--- src/rtl/execute_muldiv_reg.sv ---
// EX/MEM pipeline register with iterative RV32M multiply/divide unit.
// Optional MULDIV_EARLY_OUT_EN: zero-operand mul and div-by-zero skip iterations.
module execute_muldiv_reg #(
  parameter int DATA_WIDTH = 32
) (
  input  logic                  clk,
  input  logic                  rst_n,
  input  logic                  ValidE,
  input  logic                  FlushE,
  input  logic                  RegWriteE,
  input  logic                  MemWriteE,
  input  logic [1:0]            ResultSrcE,
  input  logic [4:0]            RdE,
  input  logic [DATA_WIDTH-1:0] PCPlus4E,
  input  logic [DATA_WIDTH-1:0] ALUResultE,
  input  logic [DATA_WIDTH-1:0] WriteDataE,
  input  logic                  MulDivE,
  input  logic [2:0]            MulDivOpE,
  input  logic [DATA_WIDTH-1:0] SrcAE,
  input  logic [DATA_WIDTH-1:0] SrcBE,
  output logic                  StallE,
  output logic                  ValidM,
  output logic                  RegWriteM,
  output logic                  MemWriteM,
  output logic [1:0]            ResultSrcM,
  output logic [4:0]            RdM,
  output logic [DATA_WIDTH-1:0] PCPlus4M,
  output logic [DATA_WIDTH-1:0] ALUResultM,
  output logic [DATA_WIDTH-1:0] WriteDataM
);

  localparam int W  = DATA_WIDTH;
  localparam int CW = $clog2(W);

  typedef enum logic [1:0] {S_IDLE, S_RUN, S_FIN} state_t;

  state_t          state_q, state_d;
  logic [CW-1:0]   cnt_q, cnt_d;
  logic [2*W-1:0]  acc_q, acc_d;
  logic [W-1:0]    b_q, b_d;
  logic [2:0]      op_q, op_d;
  logic            negq_q, negq_d;
  logic            negr_q, negr_d;
  logic            div0_q, div0_d;

  logic            accept, is_div, a_sgn, b_sgn;
  logic            a_neg, b_neg;
  logic [W-1:0]    a_abs, b_abs;
  logic [W:0]      madd, dtry;
  logic [2*W-1:0]  mul_nx, div_nx, prod;
  logic [W-1:0]    quo, rem, md_res;

  assign accept = ValidE & MulDivE & ~FlushE;
  assign is_div = MulDivOpE[2];
  assign a_sgn  = (MulDivOpE == 3'd1) | (MulDivOpE == 3'd2)
                | (MulDivOpE == 3'd4) | (MulDivOpE == 3'd6);
  assign b_sgn  = (MulDivOpE == 3'd1) | (MulDivOpE == 3'd4)
                | (MulDivOpE == 3'd6);
  assign a_neg  = a_sgn & SrcAE[W-1];
  assign b_neg  = b_sgn & SrcBE[W-1];
  assign a_abs  = a_neg ? -SrcAE : SrcAE;
  assign b_abs  = b_neg ? -SrcBE : SrcBE;

  // acc holds {hi, lo}: product/multiplier for mul, remainder/quotient for div
  assign madd   = {1'b0, acc_q[2*W-1:W]}
                + (acc_q[0] ? {1'b0, b_q} : {(W+1){1'b0}});
  assign mul_nx = {madd, acc_q[W-1:1]};
  assign dtry   = acc_q[2*W-1:W-1] - {1'b0, b_q};
  assign div_nx = dtry[W] ? {acc_q[2*W-2:0], 1'b0}
                          : {dtry[W-1:0], acc_q[W-2:0], 1'b1};

  assign prod = negq_q ? -acc_q : acc_q;
  assign quo  = div0_q ? {W{1'b1}}
              : (negq_q ? -acc_q[W-1:0] : acc_q[W-1:0]);
  assign rem  = negr_q ? -acc_q[2*W-1:W] : acc_q[2*W-1:W];

  always_comb begin
    case (op_q)
      3'd0:       md_res = prod[W-1:0];
      3'd4, 3'd5: md_res = quo;
      3'd6, 3'd7: md_res = rem;
      default:    md_res = prod[2*W-1:W];
    endcase
  end

  always_comb begin
    state_d = state_q;
    cnt_d   = cnt_q;
    acc_d   = acc_q;
    b_d     = b_q;
    op_d    = op_q;
    negq_d  = negq_q;
    negr_d  = negr_q;
    div0_d  = div0_q;
    StallE  = 1'b0;
    unique case (state_q)
      S_IDLE: begin
        if (accept) begin
          StallE  = 1'b1;
          op_d    = MulDivOpE;
          cnt_d   = '0;
          negq_d  = a_neg ^ b_neg;
          negr_d  = a_neg;
          div0_d  = is_div & (SrcBE == '0);
          b_d     = is_div ? b_abs : a_abs;
          acc_d   = {{W{1'b0}}, is_div ? a_abs : b_abs};
          state_d = S_RUN;
`ifdef MULDIV_EARLY_OUT_EN
          if (is_div ? (SrcBE == '0)
                     : ((SrcAE == '0) | (SrcBE == '0))) begin
            acc_d   = is_div ? {a_abs, {W{1'b0}}} : '0;
            state_d = S_FIN;
          end
`endif
        end
      end
      S_RUN: begin
        if (FlushE) begin
          state_d = S_IDLE;
        end else begin
          StallE = 1'b1;
          acc_d  = op_q[2] ? div_nx : mul_nx;
          cnt_d  = cnt_q + 1'b1;
          if (cnt_q == CW'(W-1)) state_d = S_FIN;
        end
      end
      S_FIN:   state_d = S_IDLE;
      default: state_d = S_IDLE;
    endcase
  end

  always_ff @(posedge clk or negedge rst_n) begin
    if (!rst_n) begin
      state_q <= S_IDLE;
      cnt_q   <= '0;
      acc_q   <= '0;
      b_q     <= '0;
      op_q    <= '0;
      negq_q  <= 1'b0;
      negr_q  <= 1'b0;
      div0_q  <= 1'b0;
    end else begin
      state_q <= state_d;
      cnt_q   <= cnt_d;
      acc_q   <= acc_d;
      b_q     <= b_d;
      op_q    <= op_d;
      negq_q  <= negq_d;
      negr_q  <= negr_d;
      div0_q  <= div0_d;
    end
  end

  logic load_e, fin;
  assign fin    = (state_q == S_FIN);
  assign load_e = ~FlushE & (fin
                | ((state_q == S_IDLE) & ValidE & ~MulDivE));

  always_ff @(posedge clk or negedge rst_n) begin
    if (!rst_n) begin
      ValidM     <= 1'b0;
      RegWriteM  <= 1'b0;
      MemWriteM  <= 1'b0;
      ResultSrcM <= '0;
      RdM        <= '0;
      PCPlus4M   <= '0;
      ALUResultM <= '0;
      WriteDataM <= '0;
    end else if (load_e) begin
      ValidM     <= 1'b1;
      RegWriteM  <= RegWriteE;
      MemWriteM  <= MemWriteE;
      ResultSrcM <= ResultSrcE;
      RdM        <= RdE;
      PCPlus4M   <= PCPlus4E;
      ALUResultM <= fin ? md_res : ALUResultE;
      WriteDataM <= WriteDataE;
    end else begin
      ValidM     <= 1'b0;
      RegWriteM  <= 1'b0;
      MemWriteM  <= 1'b0;
      ResultSrcM <= '0;
      RdM        <= '0;
      PCPlus4M   <= '0;
      ALUResultM <= '0;
      WriteDataM <= '0;
    end
  end

endmodule

--- config.mk ---
export PLATFORM = sky130hd
export DESIGN_NAME = execute_muldiv_reg
export DESIGN_NICKNAME = d
export VERILOG_FILES = /design/src/rtl/execute_muldiv_reg.sv
export SDC_FILE = /design/constraint.sdc
export NUM_CORES = 1
export LEC_CHECK = 0
export CAP_MARGIN = 20
export CORE_AREA = 2 2 187 189
export CTS_CLUSTER_DIAMETER = 40
export DETAILED_ROUTE_END_ITERATION = 10
export DIE_AREA = 0 0 189 191
export PLACE_DENSITY = 0.89
export SYNTH_ARGS = -nofsm -noshare
export SYNTH_HDL_FRONTEND = slang
export SYNTH_SLANG_ARGS = --single-unit
export TNS_END_PERCENT = 5
--- constraint.sdc ---
create_clock -name clk -period 2.85 [get_ports clk]
set_input_delay 0.57 -clock clk [delete_from_list [all_inputs] [get_ports clk]]
set_output_delay 0.57 -clock clk [all_outputs]
set_load 0.02 [all_outputs]
==> impl_results.md <==
* Via count at 20180
* Post-DP Area at 23170 um2
* Register area share after synthesis at 32.52%
* CTS tree: yes
* Total power at around 0.025 W
* Max-Cap Viols at 0
* Critical path, cell by cell: inv_2 > ha_4 > buf_4 > a21oi_1 > o21ai_1 > or3_4 > nor3_4 > o31a_1 > o211a_4 > buf_12 > buf_8 > mux2i_1 > o21ai_0
* Die H at 191 um
* DRC viols at 0
* Reported net switching power at around 0.011 W
* Pwr/cell area at 967.5 nW/um2
* Area Overhead vs Synth at 55.35%
* Post-CTS Hold Buffers at 0
* Static Leakage at 11.25 nW
* Sw frac at around 46%
* Commonest non-fill, non-tap cell in the layout: buf_4
* Reg2Reg Depth at 13
* Total track usage at about two fifths
* Synth async-reset ratio at 100.0%
* Die width at 189 um
* Crit Reg-Reg Endpoint: acc_q[45]
* Sequential share of power at 16.5%
* Top delay family on crit path: compound AO/OA/AOI/OAI gates
* Average cell area after synthesis at 8.227 um2
* Crit-path slowest cell: o21ai_0
* Row cnt at 68
* Clock Pin Slew Worst Setup and Hold Paths at around 50 ps
* Synth warn at 0
* Slew at the pin closest to its max-slew limit at 727.2 ps
* Post-synthesis register bit count at roughly 220
* CTS root buffer: clkbuf_16
* Final non-filler cell area at 25700 um2
* Ys flop type: dfrtp_1
* Via density at 6.327
* Final worst path period share at 116.4%
* Clk Latency, worst-skew pair at 550 ps
* FILL cells at 2300
* Gr ovfl total at 0
* Fmax at 301.5 MHz
* Sum of buffers and inverters on the critical path at 4
* Avg WL per Cell at ~25 um
* Hold Crit Class: input port to asynchronous set/reset pin
* Synth Instances at 2011
* Antenna-violating nets left at 0
* Pin count of the biggest net entering global routing at 87
* Final hold vios at 0
* Die Area at 36100 um2
* Critical setup path kind: register to register
* DRT Pass-1 Iters at 6
* RSZ-0062 raised after global routing: true
* Top Ports at roughly 280
* Comb pwr share at 67.0%
* CP Data Arrival Time at about 3700 ps
* Gpl congestion at 1.052
* Post-DP HPWL at ~58000 um
* Peak supply drop at 0.0009685 V
* Synth top area share at between 30 and 40%
* Worst hold slack at roughly 31 ps
* DRT iter0 DRCs at 2473
* # setup viols final at 55
* Worst setup EP type: register
* Outcome: complete, but fails checks
* CTS Buf Count at 34
* Startpoint type of the worst setup path: register
* Top cells by area, synth: dfrtp_1, o21ai_0, xnor2_1
* Initial antenna violation count at 1
* Crit-path max cell delay at 490 ps
* H-tree levels at 2
* Vias in the first global route at 20060
* Ant. Diodes at 0
* Post-synth EDFFs at 0
* I/O Buffers at 283
* Netlist cell types at 78
* Fin cells at 3190
* Starting Density at 48.49%
* Core Box Area at 34120 um2
* Most frequent cells in the layout: buf_4, clkdlybuf4s50_1, dfrtp_1
* Largest area contributor in the netlist: dfrtp_1
* Fin crit period at 3317 ps
* First-pass GRT wire length at 115800 um
* Net Count, Synth at 2260
* Post-place setup slack at -526.8 ps
* Final Net Count at 2958
* Clock power share at 16.5%
* Wirelength, routed at 79580 um
* Failing checks: setup timing
* Layout cells sized above 1 at 28.52%
* WP data required at 3220 ps
* # placed instances at 3093
* Slew margin rel. at 51.34%
* R2r setup slk at -470 ps
* Pint at 0.01342 W
* Reg2reg start: b_q[13]
* Post-Syn Area at around 17000 um2
* Max Transition Viols Final at 0
* Clk sinks at between 200 and 250
* Max Root-Sink Buffers at 3
* Crit Path Max Fanout at 10
* Worst setup margin at -467.3 ps
* Worst Skew at between 20 and 30 ps
## worst max path at each step
stage | startpoint | end | slack, ps | depth (start not counted)
after floorplan | SrcAE[11] | b_q[28] | -30 | 9
after global placement | SrcAE[11] | b_q[28] | -540 | 10
after detailed placement | SrcAE[11] | acc_q[24] | -530 | 9
after CTS | acc_q[15] | ALUResultM[27] | -210 | 9
after global routing | b_q[13] | acc_q[45] | -530 | 13
final | b_q[13] | acc_q[45] | -470 | 13
## power groups by stage
stage | Combinational [W] | Clock, W | Sequential (W)
after floorplan | 0.00734 | 0 | 0.00412
after global routing | 0.0175 | 0.00425 | 0.00412
after global placement | 0.0139 | 0 | 0.00405
after CTS | 0.0152 | 0.00408 | 0.00404
final | 0.0167 | 0.00411 | 0.00409
after detailed placement | 0.0142 | 0 | 0.00406
## per-stage QoR
step | util, % | TNS, ps
5_1_grt | 75.33 | -13650
3_5_place_dp | 67.90 | -30460
4_1_cts | 73.58 | -3765
6_report | 75.33 | -8900
3_3_place_gp | 67.90 | -24540
2_1_floorplan | - | -104.3
## sequential cells by signal (all words and copies together) (netlist names), 2 cells and up
name        flops
acc_q          64
ALUResultM     32
PCPlus4M       32
WriteDataM     32
b_q            32
RdM             5
cnt_q           5
op_q            3
ResultSrcM      2
state_q         2
## routing by layer
metal	global-route usage, %	wire, um	up-vias
met4	29.81	6755	2
met3	9.308	8811	460
met5	0	14	-
met1	48.34	27660	9466
met2	68.93	36340	1623
li1	-	-	8633
## worst register-to-register path, delay by kind of cell, from the launching register on
| family | cells | cell delay (ps) |
|---|---|---|
| AND/OR/NAND/NOR | 2 | 680 |
| adder cells (fa/ha/maj) | 1 | 230 |
| AO/OA/AOI/OAI | 5 | 1190 |
| flip-flops | 1 | 390 |
| buffers and inverters | 4 | 590 |
| multiplexers | 1 | 80 |
## kinds of logic after synthesis
family	share of synthesized area, %
compound gates	24.34
flops	32.52
simple gates	18.76
xor+xnor	10.80
buf+inv	4.401
fa+ha+maj	5.536
mux	3.645
## area by class of cell
class / instances / area, um2 / share of cell area, %
inverter: 65 / 259.0 / 1.008
clock buffer: 39 / 910.9 / 3.544
clock inverter: 23 / 206.4 / 0.8032
multi-input combinational: 1604 / 11530 / 44.87
tap: 455 / 569.3 / 2.215
timing repair buffer: 789 / 6839 / 26.61
sequential: 215 / 5385 / 20.95
## repair_timing
item                                    4_1_cts  5_1_grt
setup buffers                                25       12
gates resized for setup                     168      111
endpoints found under the setup margin       65       90
pin swaps                                    74       59
cloned                                        1        0
## Yosys cell counts (all sizes together), types with 27 or more instances
master	count
xor2	96
nor2	160
o21ai	201
mux2i	58
o221ai	36
ha	70
xnor2	108
nor3	50
dfrtp	215
nand2	188
and2	78
a21oi	147
inv	62
a21o	27
clkbuf	115
nand3	30
o31ai	29
No activity file was read; power rests on OpenSTA's default activity.
